## config.mk

```make
export PLATFORM = sky130hd
export DESIGN_NAME = if_stage
export DESIGN_NICKNAME = d
export VERILOG_FILES = /design/src/rtl/mips_pkg.sv /design/src/rtl/npc.sv /design/src/rtl/if_stage.sv
export SDC_FILE = /design/constraint.sdc
export NUM_CORES = 1
export LEC_CHECK = 0
export BUFFER_PORTS_ARGS = -buffer_cell sky130_fd_sc_hd__buf_2
export CAP_MARGIN = 20
export CELL_PAD_IN_SITES_DETAIL_PLACEMENT = 1
export CELL_PAD_IN_SITES_GLOBAL_PLACEMENT = 2
export CORE_MARGIN = 4
export CORE_UTILIZATION = 32
export CTS_CLUSTER_DIAMETER = 150
export DETAILED_ROUTE_END_ITERATION = 12
export PLACE_DENSITY = 0.89
export SLEW_MARGIN = 20
export SYNTH_ARGS = -nofsm -noshare
export SYNTH_HDL_FRONTEND = slang
export SYNTH_SLANG_ARGS = --single-unit
export TNS_END_PERCENT = 50
```

## constraint.sdc

```tcl
create_clock -name clk -period 4.8 [get_ports clk]
set_clock_uncertainty 0.15 [all_clocks]
set_input_delay 0.48 -clock clk [delete_from_list [all_inputs] [get_ports clk]]
set_output_delay 0.48 -clock clk [all_outputs]
set_load 0.02 [all_outputs]
```

## src/rtl/mips_pkg.sv

```systemverilog
// mips_pkg: shared MIPS definitions for the fetch stage and the control decoder.
// Contents:
//   - opcode (OP_*) and R-type function (FN_*) constants
//   - instruction field slice positions (OP, FUNCT, IMM, INDEX)
//   - RESET_PC_DEFAULT, the address of the first fetch after reset
//   - fetch_state_t, the fetch FSM state encoding
//   - branch_offset(), the sign-extended and word-scaled branch displacement
package mips_pkg;
  localparam logic [31:0] RESET_PC_DEFAULT = 32'h0000_3000;
  localparam int OP_MSB    = 31;
  localparam int OP_LSB    = 26;
  localparam int FUNCT_MSB = 5;
  localparam int FUNCT_LSB = 0;
  localparam int IMM_MSB   = 15;
  localparam int IMM_LSB   = 0;
  localparam int INDEX_MSB = 25;
  localparam int INDEX_LSB = 0;
  localparam logic [5:0] OP_RTYPE = 6'h00;
  localparam logic [5:0] OP_J     = 6'h02;
  localparam logic [5:0] OP_JAL   = 6'h03;
  localparam logic [5:0] OP_BEQ   = 6'h04;
  localparam logic [5:0] OP_BNE   = 6'h05;
  localparam logic [5:0] OP_ADDIU = 6'h09;
  localparam logic [5:0] OP_ORI   = 6'h0d;
  localparam logic [5:0] OP_LUI   = 6'h0f;
  localparam logic [5:0] OP_LW    = 6'h23;
  localparam logic [5:0] OP_SW    = 6'h2b;
  localparam logic [5:0] FN_SLL   = 6'h00;
  localparam logic [5:0] FN_JR    = 6'h08;
  localparam logic [5:0] FN_ADDU  = 6'h21;
  localparam logic [5:0] FN_SUBU  = 6'h23;
  localparam logic [5:0] FN_AND   = 6'h24;
  localparam logic [5:0] FN_OR    = 6'h25;
  localparam logic [5:0] FN_SLT   = 6'h2a;
  typedef enum logic [1:0] {IDLE, RUN, SLOT_WAIT} fetch_state_t;
  function automatic logic [31:0] branch_offset(input logic [15:0] imm);
    return {{14{imm[15]}}, imm, 2'b00};
  endfunction
endpackage

```

## src/rtl/npc.sv

```systemverilog
// npc: next-PC computation for the instruction held in IR (purely combinational).
// Ports:
//   i_ir_pc        address of the IR instruction
//   i_branch_imm   imm16 of the IR branch
//   i_jump_index   instr_index of the IR jump
//   i_branch_taken branch condition holds
//   i_jump         IR instruction is J
//   o_redirect     a control transfer is requested
//   o_target       redirect address; jump wins over branch when both are set
module npc
  import mips_pkg::*;
(
  input  logic [31:0] i_ir_pc,
  input  logic [15:0] i_branch_imm,
  input  logic [25:0] i_jump_index,
  input  logic        i_branch_taken,
  input  logic        i_jump,
  output logic        o_redirect,
  output logic [31:0] o_target
);
  logic [31:0] w_seq_pc;
  assign w_seq_pc   = i_ir_pc + 32'd4;
  assign o_redirect = i_branch_taken | i_jump;
  assign o_target   = i_jump ? {w_seq_pc[31:28], i_jump_index, 2'b00}
                             : w_seq_pc + branch_offset(i_branch_imm);
endmodule

```

## src/rtl/if_stage.sv

```systemverilog
// if_stage: MIPS instruction fetch stage; owns the PC, fetches words and holds them in IR.
// Ports:
//   clk, rst_n                  clock, asynchronous active-low reset
//   stall                       downstream cannot take IR this cycle
//   branch_taken, branch_imm    taken branch for the IR instruction and its imm16
//   jump, jump_index            J for the IR instruction and its instr_index
//   imem_req, imem_addr         fetch request and word-aligned address
//   imem_ready, imem_rdata      memory returns imem_rdata this cycle
//   ir, ir_pc, ir_valid         held instruction, its address, and liveness
//   op, funct                   ir[31:26] and ir[5:0] for the decoder
// Build option: IF_DELAY_SLOT_EN delivers the branch delay slot instead of squashing it.
module if_stage
  import mips_pkg::*;
#(
  parameter logic [31:0] RESET_PC = RESET_PC_DEFAULT
) (
  input  logic        clk,
  input  logic        rst_n,
  input  logic        stall,
  input  logic        branch_taken,
  input  logic [15:0] branch_imm,
  input  logic        jump,
  input  logic [25:0] jump_index,
  output logic        imem_req,
  output logic [31:0] imem_addr,
  input  logic        imem_ready,
  input  logic [31:0] imem_rdata,
  output logic [31:0] ir,
  output logic [31:0] ir_pc,
  output logic        ir_valid,
  output logic [5:0]  op,
  output logic [5:0]  funct
);
  fetch_state_t r_state, w_next_state;
  logic [31:0] r_fetch_pc, r_ir, r_ir_pc, w_target;
  logic r_ir_valid, w_accept, w_xfer, w_npc_redirect, w_redirect;

  npc u_npc (
    .i_ir_pc        (r_ir_pc),
    .i_branch_imm   (branch_imm),
    .i_jump_index   (jump_index),
    .i_branch_taken (branch_taken),
    .i_jump         (jump),
    .o_redirect     (w_npc_redirect),
    .o_target       (w_target)
  );

  assign w_accept = r_ir_valid & ~stall;
  assign w_xfer   = imem_req & imem_ready;

`ifdef IF_DELAY_SLOT_EN
  logic r_ir_is_slot;
  logic [31:0] r_slot_target;
  // A branch sitting in a delay slot is undefined; it is simply not honoured.
  assign w_redirect = w_accept & w_npc_redirect & ~r_ir_is_slot;
  always_ff @(posedge clk or negedge rst_n)
    if (!rst_n) begin
      r_ir_is_slot  <= 1'b0;
      r_slot_target <= '0;
    end else begin
      if (w_xfer) r_ir_is_slot <= w_redirect | (r_state == SLOT_WAIT);
      if (w_redirect) r_slot_target <= w_target;
    end
  always_comb
    w_next_state = (r_state == IDLE) ? RUN :
                   (r_state == RUN) ? ((w_redirect & ~w_xfer) ? SLOT_WAIT : RUN) :
                   (w_xfer ? RUN : SLOT_WAIT);
  // The word fetched alongside (or after) the redirect is the delay slot: keep it,
  // then continue from the latched target.
  always_ff @(posedge clk or negedge rst_n)
    if (!rst_n) begin
      r_fetch_pc <= RESET_PC;
      r_ir       <= '0;
      r_ir_pc    <= '0;
      r_ir_valid <= 1'b0;
    end else if (w_xfer) begin
      r_ir       <= imem_rdata;
      r_ir_pc    <= r_fetch_pc;
      r_ir_valid <= 1'b1;
      r_fetch_pc <= w_redirect ? w_target :
                    (r_state == SLOT_WAIT) ? r_slot_target : r_fetch_pc + 32'd4;
    end else if (w_accept) begin
      r_ir_valid <= 1'b0;
    end
`else
  assign w_redirect = w_accept & w_npc_redirect;
  always_comb w_next_state = RUN;
  // A redirect squashes whatever word arrives in the same cycle.
  always_ff @(posedge clk or negedge rst_n)
    if (!rst_n) begin
      r_fetch_pc <= RESET_PC;
      r_ir       <= '0;
      r_ir_pc    <= '0;
      r_ir_valid <= 1'b0;
    end else if (w_redirect) begin
      r_fetch_pc <= w_target;
      r_ir_valid <= 1'b0;
    end else if (w_xfer) begin
      r_ir       <= imem_rdata;
      r_ir_pc    <= r_fetch_pc;
      r_ir_valid <= 1'b1;
      r_fetch_pc <= r_fetch_pc + 32'd4;
    end else if (w_accept) begin
      r_ir_valid <= 1'b0;
    end
`endif

  always_ff @(posedge clk or negedge rst_n)
    if (!rst_n) r_state <= IDLE;
    else r_state <= w_next_state;

  // Request depends combinationally on stall so a draining IR can refill the same cycle.
  always_comb imem_req = (r_state != IDLE) & (~r_ir_valid | ~stall);

  assign imem_addr = r_fetch_pc;
  assign ir        = r_ir;
  assign ir_pc     = r_ir_pc;
  assign ir_valid  = r_ir_valid;
  assign op        = r_ir[OP_MSB:OP_LSB];
  assign funct     = r_ir[FUNCT_MSB:FUNCT_LSB];
endmodule
```

==> impl_metrics.toml <==
[layout]
n_antenna_cell = 0
stdcell_count = 1110
drive_gt1_share_pct = 35.83
synthToLayoutAreaGrowth_pct = 21.33
num-nets-final = 952

[setup_path]
cp_top_family = "simple AND/OR/NAND/NOR gates"
worstPathRequired_ns = 4.92
worstSetupPathType = "reg -> reg"
slowest_stage = "dfrtp_1"
worstSetupStartpointType = "flop"
cpPeakStageDelay_ns = 0.44
worstRegToRegCells = 16
rr_startpoint = "ir_pc[5]$_DFFE_PN0P_"
critPathCaptureType = "flop"
cp_max_fo = 8
r2r_slack_ns = 0.65
crit_buf_inv = 0
r2r_end = "imem_addr[31]$_DFFE_PN0P_"
crit_chain = "and4_1 > and2_1 > and3_1 > and2_1 > nand2_1 > xnor2_1 > ha_1 > nand3_1 > nor3_1 > a211oi_1 > nand3b_1 > a31oi_1 > o41ai_2 > xnor2_1 > o21a_1 > o31ai_1"
startpoint = "ir_pc[5]$_DFFE_PN0P_"
cp_data_arrival_time_ns = 4.26

[sta]
finalHoldWorstSlack_ns = 0.06640
period_needed_ns = 4.148
relSlewSlack_pct = 42.87
max_freq_ghz = 0.2411
tightest_slew_ns = 0.8570
hold_violations = 0
grt_setup_unrepaired = "false"
drv_slew = 0
finalSetupViolations = 0
setup_tns_ns = 0
fin_crit_sh_pct = 86.41

[synthesis]
syn_inst = 669
yosysTopAreaCell = "dfrtp_1"
yosysUniqueCellTypes = 65
synth_top_area_share_pct = 36.21
synth_top_flop_cell = "dfrtp_1"
synthTopCellsByArea = "dfrtp_1, mux2_2, ha_1"
syn-num-nets = 786
syn_area_per_cell_um2 = 9.918
ys_warn_count = 0
ys_ff_latch = 98
synth_edf_count = 0
synth.most_common_cell = "dfrtp_1"
synth-async-reset-ratio_pct = 100.0
synth_area_um2 = 6635
ys_top_cells_by_count = "dfrtp_1, mux2_2, nand2_1, xnor2_1, a21oi_1"
yosysSeqAreaShare_pct = 37.00

[clock_tree]
ctsResizeCount = 0
cts_sinks = 98
cts_buffer_depth = 2
tritoncts = "done"
post_cts_buffers = 0
cts_root_buf = "clkbuf_16"
cts_hold_buf = 0
htree_levels = 3
clk_pin_slew_ns = 0.08
numCtsBuffers = 9
clk_latency_ns = 0.35

[floorplanning]
die-height_um = 152.0
num_rows = 52
die_area_um2 = 23100
die_x_um = 152.0
start_util_pct = 32.69
core_um2 = 20300
num_io_pins = 190

[placement]
io_buffers = 189
dp.cells = 1094
gp_congestion = 0.8611
hpwl_um = 16660

[grt]
grt_first_pass_wirelength_um = 34690
grt_pass1_vias = 6125
grt.overflow.total = 0
antenna_found_initial = 2
track_usage_pct = 18.54
grt_max_degree = 62

[power]
ir_drop_mv = 0.2444
p_leak_nw = 3.593
powerDensity_nw_per_um2 = 663.4

[route]
viasPerCell = 5.188
wl_per_cell_um = 19.52
drc = 0
first_pass_iters = 4
drtIter0Drc = 194
antenna_left = 0
vias = 5759
wirelength_um = 21660

[outcome]
status = "finished clean"

[hold_path]
hold_path_class = "in -> async"

[job]
maxCapViolations = 0
## stage by stage
step	cell area [µm²]	total power (W)	utilization, %	worst slack, ns
after floorplan	6635	0.003620	-	1.091
after global placement	7746	0.004531	38.16	0.8201
after detailed placement	7746	0.004578	38.16	0.6551
after CTS	8050	0.005381	39.66	0.6567
after global routing	8050	0.005756	39.66	0.2425
final	8050	0.005341	39.66	0.6523
## flip-flops by register name, summed over array words and instances, names as in the netlist
| signal | cells |
|---|---|
| ir_pc | 32 |
| imem_addr | 32 |
| r_state | 1 |
| ir_valid | 1 |
| ir | 32 |
## report_power, final
group / total (W) / leakage [nW] / switching, W / internal, W
Clock: 0.000761 / 0.150 / 0.000387 / 0.000374
Sequential: 0.00158 / 1.14 / 0.000451 / 0.00113
Combinational: 0.00300 / 2.30 / 0.00178 / 0.00122
Total: 0.00534 / 3.59 / 0.00262 / 0.00272
## cell type report
cell class,instances,area (µm²)
Clock inverter,7,78.83
Timing Repair Buffer,195,993.5
Fill cell,2403,12250
Clock buffer,9,225.2
Multi-Input combinational cell,520,3919
Inverter,11,41.29
Tap cell,270,337.8
Sequential cell,98,2455
## worst register-to-register path: stages, from the launching register on
cell and delay (ns):
dfrtp_1 0.44, and4_1 0.31, and2_1 0.25, and3_1 0.37
and2_1 0.29, nand2_1 0.10, xnor2_1 0.14, ha_1 0.42
nand3_1 0.13, nor3_1 0.35, a211oi_1 0.16, nand3b_1 0.10
a31oi_1 0.06, o41ai_2 0.25, xnor2_1 0.13, o21a_1 0.19
o31ai_1 0.22
## logic make-up after synthesis
family | Yosys count | synth area share (%)
other | 1 | 0.05652
muxes | 68 | 11.52
adders and majority gates | 37 | 7.090
buffers and inverters | 51 | 3.979
xor gates and xnor gates | 80 | 10.56
AOI/OAI and AO/OA | 147 | 15.52
and+or+nand+nor | 187 | 14.27
DFF | 98 | 37.00
## worst max path at each step
stage / end / slack [ns] / cells after the start
CTS: imem_addr[31]$_DFFE_PN0P_ / 0.66 / 16
finish: imem_addr[31]$_DFFE_PN0P_ / 0.65 / 16
floorplan: imem_addr[28]$_DFFE_PN0P_ / 1.09 / 14
detailed placement: imem_addr[31]$_DFFE_PN0P_ / 0.66 / 16
global route: imem_addr[31]$_DFFE_PN0P_ / 0.24 / 16
global placement: imem_addr[31]$_DFFE_PN0P_ / 0.82 / 16
## cells in the final DEF, fill, tap and decap left out, types with 13 or more instances in the layout
cell type | netlist | final
mux2_2 | 63 | 63
buf_2 | 4 | 188
xnor2_1 | 50 | 50
nand2_1 | 52 | 51
a211oi_1 | 15 | 15
o21ai_0 | 18 | 18
nor2_1 | 41 | 41
ha_1 | 36 | 36
nand4_1 | 22 | 22
xor2_1 | 30 | 30
a21o_1 | 13 | 13
a21oi_1 | 48 | 48
dfrtp_1 | 96 | 96
nand3_1 | 26 | 26
## metal layers
layer	global-route usage (%)	part of all wire, %	wire (µm)	vias up
met4	5.822	1.8	381	4
met1	24.77	45	9843	2858
met3	2.531	3.9	841	25
met5	0	0.097	21	-
li1	-	-	-	2745
met2	31.22	49	10580	127
Power figures use the tool's default switching activity.
